### src/rtl/gpu_color_modulate_if.sv
// Pixel stream bundle for the colour modulation stage: texel/vertex input side and modulated output side.
// Both sides use valid/ready: a transfer happens on a rising edge where valid and ready are both high;
// valid and payload must hold until that edge, and ready may depend on the receiver's state only.
interface gpu_color_modulate_if #(
    parameter int CW   = 8,
    parameter int OUTW = 9
);
    logic              i_valid;
    logic              o_ready;
    logic [3*CW-1:0]   i_tex;
    logic [3*CW-1:0]   i_vtx;
    logic              i_rawTex;
    logic              o_valid;
    logic              i_ready;
    logic [3*OUTW-1:0] o_col;

    modport master (
        output i_valid, i_tex, i_vtx, i_rawTex, i_ready,
        input  o_ready, o_valid, o_col
    );

    modport slave (
        input  i_valid, i_tex, i_vtx, i_rawTex, i_ready,
        output o_ready, o_valid, o_col
    );
endinterface

### src/rtl/gpu_color_modulate.sv
// Two-stage RGB texture x vertex colour modulation: S1 registers operands, S2 registers the
// per-channel (tex*vtx)>>SHIFT (or raw texel) result. One pixel per clock, bubbles collapse.
module gpu_color_modulate #(
    parameter int CW    = 8,
    parameter int OUTW  = 9,
    parameter int SHIFT = 7
) (
    input  logic                 clk,
    input  logic                 i_rst,
    gpu_color_modulate_if.slave  bus,
    output logic                 o_busy
);
    logic            s1_valid_q, s1_valid_d;
    logic [3*CW-1:0] s1_tex_q,   s1_tex_d;
    logic [3*CW-1:0] s1_vtx_q,   s1_vtx_d;
    logic            s1_raw_q,   s1_raw_d;

    logic              s2_valid_q, s2_valid_d;
    logic [3*OUTW-1:0] s2_col_q,   s2_col_d;

    logic              advance1;
    logic              advance2;
    logic [3*OUTW-1:0] mod_col;

    // An empty stage always advances, so a stalled output only blocks input when both stages are full.
    assign advance2 = !s2_valid_q || bus.i_ready;
    assign advance1 = !s1_valid_q || advance2;

    assign bus.o_ready = advance1;
    assign bus.o_valid = s2_valid_q;
    assign bus.o_col   = s2_col_q;
    assign o_busy      = s1_valid_q || s2_valid_q;

    always_comb begin
        logic [2*CW-1:0] prod;
        mod_col = '0;
        prod    = '0;
        for (int c = 0; c < 3; c++) begin
            prod = s1_tex_q[c*CW +: CW] * s1_vtx_q[c*CW +: CW];
            if (s1_raw_q) begin
                mod_col[c*OUTW +: OUTW] = OUTW'(s1_tex_q[c*CW +: CW]);
            end else begin
                mod_col[c*OUTW +: OUTW] = OUTW'(prod >> SHIFT);
            end
        end
    end

    always_comb begin
        s1_valid_d = s1_valid_q;
        s1_tex_d   = s1_tex_q;
        s1_vtx_d   = s1_vtx_q;
        s1_raw_d   = s1_raw_q;
        s2_valid_d = s2_valid_q;
        s2_col_d   = s2_col_q;

        if (advance1) begin
            s1_valid_d = bus.i_valid;
            if (bus.i_valid) begin
                s1_tex_d = bus.i_tex;
                s1_vtx_d = bus.i_vtx;
                s1_raw_d = bus.i_rawTex;
            end
        end

        if (advance2) begin
            s2_valid_d = s1_valid_q;
            if (s1_valid_q) begin
                s2_col_d = mod_col;
            end
        end
    end

    always_ff @(posedge clk or posedge i_rst) begin
        if (i_rst) begin
            s1_valid_q <= 1'b0;
            s1_tex_q   <= '0;
            s1_vtx_q   <= '0;
            s1_raw_q   <= 1'b0;
            s2_valid_q <= 1'b0;
            s2_col_q   <= '0;
        end else begin
            s1_valid_q <= s1_valid_d;
            s1_tex_q   <= s1_tex_d;
            s1_vtx_q   <= s1_vtx_d;
            s1_raw_q   <= s1_raw_d;
            s2_valid_q <= s2_valid_d;
            s2_col_q   <= s2_col_d;
        end
    end
endmodule

### src/flat_wrapper.sv
// flat-port wrapper written by rule: the top's interface ports become plain ports
module gpu_color_modulate_flat 
#(
    parameter int CW    = 8,
    parameter int OUTW  = 9,
    parameter int SHIFT = 7
)
  (clk, i_rst, o_busy, bus_i_valid, bus_i_tex, bus_i_vtx, bus_i_rawTex, bus_i_ready, bus_o_ready, bus_o_valid, bus_o_col);
  gpu_color_modulate_if #(.CW(CW), .OUTW(OUTW)) bus_i ();
  input  logic clk;
  input  logic i_rst;
  output logic o_busy;
  input wire logic [$bits(bus_i.i_valid)-1:0] bus_i_valid;
  input wire logic [$bits(bus_i.i_tex)-1:0] bus_i_tex;
  input wire logic [$bits(bus_i.i_vtx)-1:0] bus_i_vtx;
  input wire logic [$bits(bus_i.i_rawTex)-1:0] bus_i_rawTex;
  input wire logic [$bits(bus_i.i_ready)-1:0] bus_i_ready;
  output wire logic [$bits(bus_i.o_ready)-1:0] bus_o_ready;
  output wire logic [$bits(bus_i.o_valid)-1:0] bus_o_valid;
  output wire logic [$bits(bus_i.o_col)-1:0] bus_o_col;
  assign bus_i.i_valid = bus_i_valid;
  assign bus_i.i_tex = bus_i_tex;
  assign bus_i.i_vtx = bus_i_vtx;
  assign bus_i.i_rawTex = bus_i_rawTex;
  assign bus_i.i_ready = bus_i_ready;
  assign bus_o_ready = bus_i.o_ready;
  assign bus_o_valid = bus_i.o_valid;
  assign bus_o_col = bus_i.o_col;
  gpu_color_modulate #(.CW(CW), .OUTW(OUTW), .SHIFT(SHIFT)) u_core (.clk(clk), .i_rst(i_rst), .bus(bus_i), .o_busy(o_busy));
endmodule
### config.mk
export PLATFORM = sky130hd
export DESIGN_NAME = gpu_color_modulate_flat
export DESIGN_NICKNAME = d
export VERILOG_FILES = /design/src/rtl/gpu_color_modulate_if.sv /design/src/rtl/gpu_color_modulate.sv /design/src/flat_wrapper.sv
export SDC_FILE = /design/constraint.sdc
export NUM_CORES = 1
export LEC_CHECK = 0
export CAP_MARGIN = 30
export CORE_UTILIZATION = 61
export DETAILED_ROUTE_END_ITERATION = 12
export PLACE_DENSITY_LB_ADDON = 0.15
export SLEW_MARGIN = 20
export SYNTH_ARGS = -nofsm -noshare
export SYNTH_HDL_FRONTEND = slang
export SYNTH_SLANG_ARGS = --single-unit
### constraint.sdc
create_clock -name clk -period 12.2 [get_ports clk]
set_clock_uncertainty 0.15 [all_clocks]
set_input_delay 3.66 -clock clk [delete_from_list [all_inputs] [get_ports clk]]
set_output_delay 3.66 -clock clk [all_outputs]
set_load 0.01 [all_outputs]
==> results of run 1 <==
==> metal layers <==
| layer | vias to the layer above | global-route usage | routed length (um) |
|---|---|---|---|
| li1 | 3015 | - | - |
| met1 | 3183 | 0.372 | 8350 |
| met2 | 166 | 0.461 | 9070 |
| met3 | 26 | 0.0457 | 932 |
| met4 | 0 | 0.0768 | 307 |
| met5 | - | 0 | 0 |
==> layout make-up <==
class	instances	share of cell area
Multi-Input combinational cell	650	0.619
Sequential cell	78	0.190
Timing Repair Buffer	87	0.0855
Inverter	140	0.0513
Clock buffer	10	0.0233
Tap cell	180	0.0219
Clock inverter	6	0.00914
==> flip-flops by register name (all words and copies together), names as in the netlist <==
signal / cells
u_core.bus.o_col: 27
u_core.s1_tex_q: 24
u_core.s1_raw_q: 1
u_core.s1_valid_q: 1
u_core.bus.o_valid: 1
u_core.s1_vtx_q: 24
==> synth_stat cells, types with 2 or more instances <==
cell and n:
and2_2 6, or2_2 2, nand3_1 16, mux2_2 49, xor2_1 8, a21o_1 7, nand4b_1 2, a211oi_1 2
inv_1 140, buf_2 3, fa_1 105, and3_1 6, dfrtp_1 78, mux2i_1 6, a21oi_2 4, a21oi_1 30
ha_1 99, and4_1 2, o21a_1 8, nand4_1 4, o21ai_0 16, o21bai_1 4, nor3_1 7, xnor2_1 14
o21ai_2 3, clkbuf_1 24, o21ai_1 8, nor3b_1 4, nor2_1 12, o211ai_1 3, nand2b_1 5, and2_1 139
nand2_1 58, a31oi_1 2
==> report_power, final <==
group / internal (mW) / leakage (nW) / switching [mW] / total, mW
registers: 0.326 / 0.923 / 0.105 / 0.432
clock network: 0.186 / 0.159 / 0.113 / 0.299
logic: 0.990 / 3.91 / 1.13 / 2.12
total: 1.50 / 4.99 / 1.35 / 2.85
==> kinds of logic (layout without fill, tap and decap cells) <==
| group | Yosys count | count (layout) | share of synthesized area |
|---|---|---|---|
| flops | 78 | 78 | 0.218 |
| simple gates | 268 | 268 | 0.168 |
| xor+xnor | 22 | 22 | 0.0215 |
| fa+ha+maj | 204 | 204 | 0.372 |
| compound gates | 101 | 101 | 0.0783 |
| buf+inv | 170 | 243 | 0.0743 |
| mux | 55 | 55 | 0.0682 |
==> worst min-delay path: cells and delay by family (launching register included) <==
family / cells / cell delay, ns
compound gates: 1 / 0.07
flops: 1 / 0.34
simple gates: 1 / 0.04
==> layout by cell type, fill, tap and decap left out, types with 7 or more instances in the layout <==
cell,count
o21ai_0,16
dfrtp_1,78
o21ai_1,8
xnor2_1,14
a21o_1,7
nand3_1,16
mux2_2,49
nor2_1,12
nand2_1,57
clkbuf_16,9
xor2_1,8
ha_1,99
fa_1,105
nor3_1,7
and2_1,139
inv_1,139
a21oi_1,30
clkdlybuf4s50_1,82
o21a_1,8
==> per-stage QoR <==
step                      power, mW  setup slack, ns
after floorplan                2.04             4.52
after global placement         2.48             3.56
after detailed placement       2.55             3.55
after CTS                      2.88             3.55
after global routing           3.19             3.49
final                          2.85             3.55
==> path summary, 6_finish.rpt <==
| check | from | to | slack (ns) | cells after the start |
|---|---|---|---|---|
| min reg2reg | u_core.bus.o_col[13] | u_core.bus.o_col[13] | 0.34 | 2 |
| max | bus_i_ready | bus_o_ready | 3.55 | 3 |
| min | u_core.bus.o_col[13] | u_core.bus.o_col[13] | 0.34 | 2 |
| min in group asynchronous | i_rst | u_core.s1_vtx_q[16] | 3.54 | 3 |
| max in group asynchronous | i_rst | u_core.s1_vtx_q[1] | 7.78 | 4 |
| max reg2reg | u_core.s1_tex_q[6] | u_core.bus.o_col[8] | 7.31 | 15 |
==> out/qor.csv, run 1 <==
metric,value,unit
"delay-heaviest family, CP",buffers and inverters,
synthesized instance count,898,
die height,123,um
Mapped Nets,1155,
setup TNS,0,ns
clk buf depth,2,
Via density,5.55,
grt ovf,0,
multi-input combinational cell area,6350,um2
Crit Path Max Fanout,3,
final instance area,10300,um2
PD cells,278,nW/um2
vias in the first global route,6646,
"Cell Area, Synth",8970,um2
Crit. End Element,primary output,
Hold Fails Final Rpt,0,
Pleak,4.99,nW
Mean Syn Cell Area,9.99,um2
Crit path required time,8.39,ns
Hold WS,0.336,ns
Worst VDD drop,0.163,mV
Fmax,0.116,GHz
Post-DP Area,9940,um2
max-slew violations,0,
total setup buffers inserted after CTS,0,
post-synth top area cell,fa_1,
"Top FF cell, synth",dfrtp_1,
Crit Path Class,in -> out,
Crit-path slowest cell,clkdlybuf4s50_1,
RePlAce Congestion,0.803,
# clock sinks,78,
Inst Count DP,1135,
# H-tree levels,3,
synth warn,0,
Synth top area share,0.234,
largest net degree at the start of global routing,53,
IO Count,83,
post-synthesis sequential area ratio,0.218,
Cell variety after synth,56,
CP bufs+invs,2,
Ant. Diodes,0,
Post-synth EDFFs,0,
Inserted Clock Buffers,9,
Worst Hold Class,reg -> reg,
1st-iter DRT viols,309,
global-route wire length before repair,32000,um
Clock Latency Late Sink,0.35,ns
register area,1950,um2
Starting Density,0.636,
Core Area,14100,um2
Least-Margin Pin Slew,0.677,ns
# rows,43,
DRC,0,
antenna-violating nets left,0,
Root Buffer Master,clkbuf_16,
Die Wd,123,um
GRT Total Usage,0.276,
"slowest stage delay, CP",0.55,ns
max_cap viols,0,
fin crit share,0.709,
Max-Slew Margin vs Limit,0.549,
RSZ-0062 raised after global routing,no,
IO Port Bufs,82,
"Async S/R FF share, synth",1.00,
hold buffer count at CTS,0,
# resized after CTS,0,
net count reported at finish,1223,
Final Setup Violations,0,
CP dominant cell by count,clkdlybuf4s50_1,
Vias,6390,
CTS tree,yes,
filler cell count,1092,
post-layout util,0.728,
status,completed,
Finished Layout Cells,1151,
Total Wirelength,18700,um
DRT Pass-1 Iters,4,
DIE AREA,15200,um2
DP Wirelength,14300,um
"Area growth, synth to finish",14.5,%
Seq cells post-synth,78,
CP Launch Type,input pin,
WP data arrival,4.84,ns
CP Cell Sequence,clkdlybuf4s50_1 > nand3b_1 > clkdlybuf4s50_1,
largest cells by area after synthesis,"fa_1 (23%), dfrtp_1 (22%), ha_1 (14%)",
share of layout cells above drive strength 1,0.0989,
post-detailed-route wirelength per cell,16.2,um
antenna violations before repair,0,
Tmin final,8.65,ns
clock-pin transition on the worst setup and hold timing paths,0.06,ns
Note: power is estimated with default switching activity, not from simulation.
==> run 2: changes to the inputs <==
--- a/config.mk
+++ b/config.mk
@@ -6,7 +6,7 @@
 export NUM_CORES = 1
 export LEC_CHECK = 0
 export CAP_MARGIN = 30
-export CORE_UTILIZATION = 61
+export CORE_UTILIZATION = 60
 export DETAILED_ROUTE_END_ITERATION = 12
 export PLACE_DENSITY_LB_ADDON = 0.15
 export SLEW_MARGIN = 20
==> constraint.sdc (replaced) <==
create_clock -name clk -period 8.8 [get_ports clk]
set_clock_uncertainty 0.15 [all_clocks]
set_input_delay 2.64 -clock clk [delete_from_list [all_inputs] [get_ports clk]]
set_output_delay 2.64 -clock clk [all_outputs]
set_load 0.01 [all_outputs]
==> run 2 against run 1 <==
Effect of this change:
- setup slack lost 1.4 ns
- clock power increased by 39%
- global-route usage down 1.5 points
- register-to-register slack worse by 3.4 ns
- hold slack better by 0.0013 ns
- critical path depth is the same
- critical endpoint unchanged
- largest cell class unchanged
==> out/qor.csv, run 2 (synthesis gave the netlist of run 1 again) <==
metric,value,unit,change
grt ovf,0,,unchanged
R2R cell count,15,,unchanged
Comb pwr share,0.743,,about the same
Hold WS,0.337,ns,+0.00130 ns
Ant. Diodes,0,,unchanged
Worst VDD drop,0.242,mV,+49%
Crit Path Class,in -> out,,
share of layout cells above drive strength 1,0.0978,,-0.00103
Via density,5.44,,-1.9%
Core Area,14500,um2,+3.1%
DIE AREA,15400,um2,+1.6%
DRT Pass-1 Iters,4,,unchanged
"delay-heaviest family, CP",buffers and inverters,,
Worst Hold Class,reg -> reg,,
# H-tree levels,3,,unchanged
Hold Path End,u_core.bus.o_col[18],,
final instance area,10300,um2,about the same
IO Count,83,,unchanged
Crit Path Max Fanout,3,,unchanged
"slowest stage delay, CP",0.56,ns,about the same
setup TNS,0,ns,unchanged
Tmin final,6.61,ns,
global-route wire length before repair,32400,um,+1.2%
GRT Total Usage,0.261,,-0.0148
Finished Layout Cells,1155,,+0.35%
# rows,44,,+2.3%
Max-Slew Margin vs Limit,0.571,,+0.0219
switching share of power,0.473,,about the same
max-slew violations,0,,unchanged
PD cells,382,nW/um2,+37%
min-delay src,u_core.bus.o_col[18],,
post-layout util,0.706,,-0.0223
clock-pin transition on the worst setup and hold timing paths,0.06,ns,about the same
RR Endpoint,u_core.bus.o_col[25],,
DP Worst Slack,2.19,ns,-1.36 ns
die height,124,um,+0.82%
RSZ-0062 raised after global routing,no,,
Clock Latency Late Sink,0.35,ns,about the same
Seq pwr share,0.151,,about the same
max reg flops,27,,unchanged
# resized after CTS,0,,unchanged
largest net degree at the start of global routing,52,,-1.9%
Fmax,0.151,GHz,
Crit. End Element,primary output,,
WP data arrival,3.82,ns,-1.02 ns
max_cap viols,0,,unchanged
fin crit share,0.751,,
register area,1950,um2,unchanged
NetSw,1.86,mW,+37%
Post-DP Area,9940,um2,about the same
hold-critical path depth,2,,unchanged
Vias,6288,,-1.6%
flop-to-flop setup slack,3.90,ns,-3.41 ns
multi-input combinational cell area,6350,um2,unchanged
status,completed,,
Total Wirelength,18300,um,-1.7%
P_int,2.06,mW,+37%
Root Buffer Master,clkbuf_16,,
Inst Count DP,1139,,+0.35%
RePlAce Congestion,0.806,,+0.36%
CP bufs+invs,2,,unchanged
Crit path required time,6.01,ns,-2.38 ns
Final Power,3.92,mW,+37%
Hold Fails Final Rpt,0,,unchanged
post-detailed-route wirelength per cell,15.9,um,-2.0%
Starting Density,0.617,,-0.0192
CP Cell Sequence,clkdlybuf4s50_1 > nand3b_1 > clkdlybuf4s50_1,,
Inserted Clock Buffers,9,,unchanged
CP dominant cell by count,clkdlybuf4s50_1,,
Final Setup Violations,0,,unchanged
vias in the first global route,6629,,-0.26%
antenna-violating nets left,0,,unchanged
1st-iter DRT viols,252,,-18%
filler cell count,1148,,+5.1%
net count reported at finish,1223,,unchanged
Die Wd,124,um,+0.82%
hold buffer count at CTS,0,,unchanged
IO Port Bufs,82,,unchanged
CTS tree,yes,,
DRC,0,,unchanged
setup ws final,2.19,ns,-1.36 ns
DP Wirelength,13800,um,-3.4%
total setup buffers inserted after CTS,0,,unchanged
CP Launch Type,input pin,,
Pleak,4.98,nW,-0.11%
"Area growth, synth to finish",14.4,%,about the same
Crit-path slowest cell,clkdlybuf4s50_1,,
antenna violations before repair,0,,unchanged
Least-Margin Pin Slew,0.644,ns,-0.0329 ns
RR Startpoint,u_core.s1_tex_q[19],,
"commonest cells after routing, fill and taps aside","and2_1 (139), inv_1 (139), fa_1 (105)",,
clk buf depth,2,,unchanged
clock group share of total power,0.106,,about the same
# clock sinks,78,,unchanged
## run 2: changes by cell type in the layout (fill, tap and decap cells not counted), sizes merged
cell	change
inv	+1
clkinv	-1
## run 2: layout make-up
cell class | instances | share of cell area
clock buffer | 10 | 0.0223
clock inverter | 6 | 0.00914
inverter | 140 | 0.0513
multi-input combinational | 650 | 0.619
sequential | 78 | 0.190
tap | 184 | 0.0224
timing repair buffer | 87 | 0.0856
## run 2: worst max path at each step
| stage | startpoint | cells past startpoint | end |
|---|---|---|---|
| 2_1_floorplan | bus_i_ready | 1 | bus_o_ready |
| 3_3_place_gp | bus_i_ready | 3 | bus_o_ready |
| 3_5_place_dp | bus_i_ready | 3 | bus_o_ready |
| 4_1_cts | bus_i_ready | 3 | bus_o_ready |
| 5_1_grt | bus_i_ready | 3 | bus_o_ready |
| 6_report | bus_i_ready | 3 | bus_o_ready |
## run 2: tightest hold or removal path: stages, from the launching register on
cell,delay (ns)
dfrtp_1,0.35
nand2_1,0.05
o21ai_0,0.06
## run 2: power by group through the flow
stage / Combinational [mW] / Clock (mW) / Sequential, mW
6_report: 2.91 / 0.416 / 0.591
4_1_cts: 2.94 / 0.423 / 0.590
2_1_floorplan: 2.29 / 0 / 0.547
3_3_place_gp: 2.84 / 0 / 0.596
3_5_place_dp: 2.90 / 0 / 0.596
5_1_grt: 3.34 / 0.440 / 0.607
## run 2: routing by layer
layer / track usage / wire (um) / up-vias
li1: - / - / 3019
met1: 0.375 / 8810 / 3133
met2: 0.423 / 8630 / 120
met3: 0.0430 / 760 / 16
met4: 0.0461 / 138 / 0
met5: 0 / 0 / -
==> run 3: changes to the inputs <==
--- a/config.mk
+++ b/config.mk
@@ -6,7 +6,7 @@
 export NUM_CORES = 1
 export LEC_CHECK = 0
 export CAP_MARGIN = 30
-export CORE_UTILIZATION = 60
+export CORE_UTILIZATION = 54
 export DETAILED_ROUTE_END_ITERATION = 12
 export PLACE_DENSITY_LB_ADDON = 0.15
 export SLEW_MARGIN = 20
==> constraint.sdc (replaced) <==
create_clock -name clk -period 6 [get_ports clk]
set_clock_uncertainty 0.15 [all_clocks]
set_input_delay 1.8 -clock clk [delete_from_list [all_inputs] [get_ports clk]]
set_output_delay 1.8 -clock clk [all_outputs]
set_load 0.01 [all_outputs]
==> run 3 against run 2 <==
Effect of this change:
- wire length rose by 4.5%
- design area increased by 0.50%
- final cell count increased by 2.7%
- clock-buffer cell count unchanged
- hold slack got worse by 0.0086 ns
- sequential power is 47% higher
- via count up 1.3%
- core utilization decreased by 6.4 points
- flip-flop and latch count unchanged
- combinational power is 49% higher
- global-route usage down 0.96 points
- sequential share of layout area shrank 0.095 points
==> out/qor.csv, run 3 (synthesis gave the netlist of run 1 again) <==
metric,value,unit,change
share of layout cells above drive strength 1,0.0969,,-0.000930
Via density,5.37,,-1.4%
Root Buffer Master,clkbuf_16,,
Finished Layout Cells,1186,,+2.7%
Hold WS,0.328,ns,-0.00863 ns
net count reported at finish,1224,,+0.082%
RSZ-0062 raised after global routing,no,,
# H-tree levels,3,,unchanged
max-slew violations,0,,unchanged
Fmax,0.201,GHz,
final instance area,10300,um2,+0.50%
antenna violations before repair,0,,unchanged
clock-pin transition on the worst setup and hold timing paths,0.06,ns,about the same
Max-Slew Margin vs Limit,0.392,,-0.179
Crit Path Class,in -> out,,
# clock sinks,78,,unchanged
IO Count,83,,unchanged
Worst Hold Class,reg -> reg,,
filler cell count,1328,,+16%
"Area growth, synth to finish",15.0,%,
max_cap viols,0,,unchanged
antenna-violating nets left,0,,unchanged
Crit path required time,4.05,ns,-1.96 ns
PD cells,566,nW/um2,+48%
global-route wire length before repair,32800,um,+1.5%
grt ovf,0,,unchanged
Worst VDD drop,0.299,mV,+24%
DP Wirelength,14700,um,+6.3%
GRT Total Usage,0.252,,-0.00955
fin crit share,0.828,,
RePlAce Congestion,0.806,,about the same
Ant. Diodes,0,,unchanged
Final Setup Violations,0,,unchanged
Starting Density,0.559,,-0.0586
setup TNS,0,ns,unchanged
CTS tree,yes,,
Vias,6368,,+1.3%
1st-iter DRT viols,305,,+21%
status,completed,,
Post-DP Area,9970,um2,+0.28%
Tmin final,4.97,ns,
"commonest cells after routing, fill and taps aside","and2_1 (139), inv_1 (139), fa_1 (105)",,
RR Startpoint,u_core.s1_tex_q[6],,
Least-Margin Pin Slew,0.913,ns,+0.268 ns
setup ws final,1.03,ns,-1.16 ns
Core Area,16100,um2,+10%
max reg flops,27,,unchanged
IO Port Bufs,82,,unchanged
Inst Count DP,1171,,+2.8%
Crit Path Max Fanout,3,,unchanged
clk buf depth,2,,unchanged
min-delay src,u_core.bus.o_col[6],,
die height,131,um,+5.3%
vias in the first global route,6636,,+0.11%
Die Wd,131,um,+5.3%
hold-critical path depth,2,,unchanged
Crit. End Element,primary output,,
R2R cell count,15,,unchanged
total setup buffers inserted after CTS,0,,unchanged
flop-to-flop setup slack,1.18,ns,-2.72 ns
RR Endpoint,u_core.bus.o_col[8],,
post-detailed-route wirelength per cell,16.2,um,+1.8%
Total Wirelength,19200,um,+4.5%
# rows,46,,+4.5%
CP Launch Type,input pin,,
Clock Latency Late Sink,0.35,ns,about the same
DP Worst Slack,1.06,ns,-1.13 ns
Hold Path End,u_core.bus.o_col[6],,
DIE AREA,17100,um2,+11%
DRC,0,,unchanged
DRT Pass-1 Iters,5,,+1
Pleak,4.99,nW,+0.10%
largest net degree at the start of global routing,52,,unchanged
Hold Fails Final Rpt,0,,unchanged
Inserted Clock Buffers,9,,unchanged
hold buffer count at CTS,0,,unchanged
WP data arrival,3.02,ns,-0.80 ns
# resized after CTS,0,,unchanged
-- run 3: cell count changes in the layout (fill, tap and decap cells not counted), sizes merged --
cell	before	now
buf	5	6
inv	141	139
bufinv	2	3
clkinv	2	1
-- run 3: stage by stage --
step           power (mW)  utilization
2_1_floorplan        4.16            -
3_3_place_gp         5.10        0.620
3_5_place_dp         5.20        0.621
4_1_cts              5.89        0.641
5_1_grt              6.53        0.642
6_report             5.84        0.642
-- run 3: how the worst max path moves through the flow --
stage | startpoint | end | slack, ns | cells past startpoint
after floorplan | u_core.s1_tex_q[13] | u_core.bus.o_col[15] | 1.48 | 17
after global placement | bus_i_ready | bus_o_ready | 1.09 | 3
after detailed placement | bus_i_ready | bus_o_ready | 1.06 | 3
after CTS | bus_i_ready | bus_o_ready | 1.04 | 3
after global routing | u_core.s1_tex_q[21] | u_core.bus.o_col[23] | 0.93 | 16
final | bus_i_ready | bus_o_ready | 1.03 | 3
-- run 3: critical path, cell delays in order --
cell and delay, ns:
clkdlybuf4s50_1 0.48, nand3b_1 0.18, clkdlybuf4s50_1 0.56
-- run 3: cell type report --
| type | instances | area [um2] | area share |
|---|---|---|---|
| clock inverters | 4 | 97.6 | 0.00946 |
| clock buffers | 10 | 229 | 0.0222 |
| well taps | 216 | 270 | 0.0262 |
| flip-flops and latches | 78 | 1950 | 0.189 |
| multi-input cells | 650 | 6350 | 0.616 |
| repair buffers | 88 | 886 | 0.0859 |
| inverters | 140 | 527 | 0.0511 |
-- run 3: layer usage --
layer  part of all wire  routed length [um]  vias up  GRT usage
li1                   -                   -     3015          -
met1               0.48                9270     3175      0.369
met2               0.44                8520      163      0.392
met3              0.060                1150       15     0.0362
met4              0.012                 221        0     0.0649
met5                  0                   0        -          0
-- run 3: power breakdown --
| group | leakage (nW) | total [mW] | internal, mW | switching, mW |
|---|---|---|---|---|
| clock network | 0.155 | 0.629 | 0.402 | 0.227 |
| registers | 0.923 | 0.867 | 0.663 | 0.204 |
| logic | 3.91 | 4.34 | 2.01 | 2.33 |
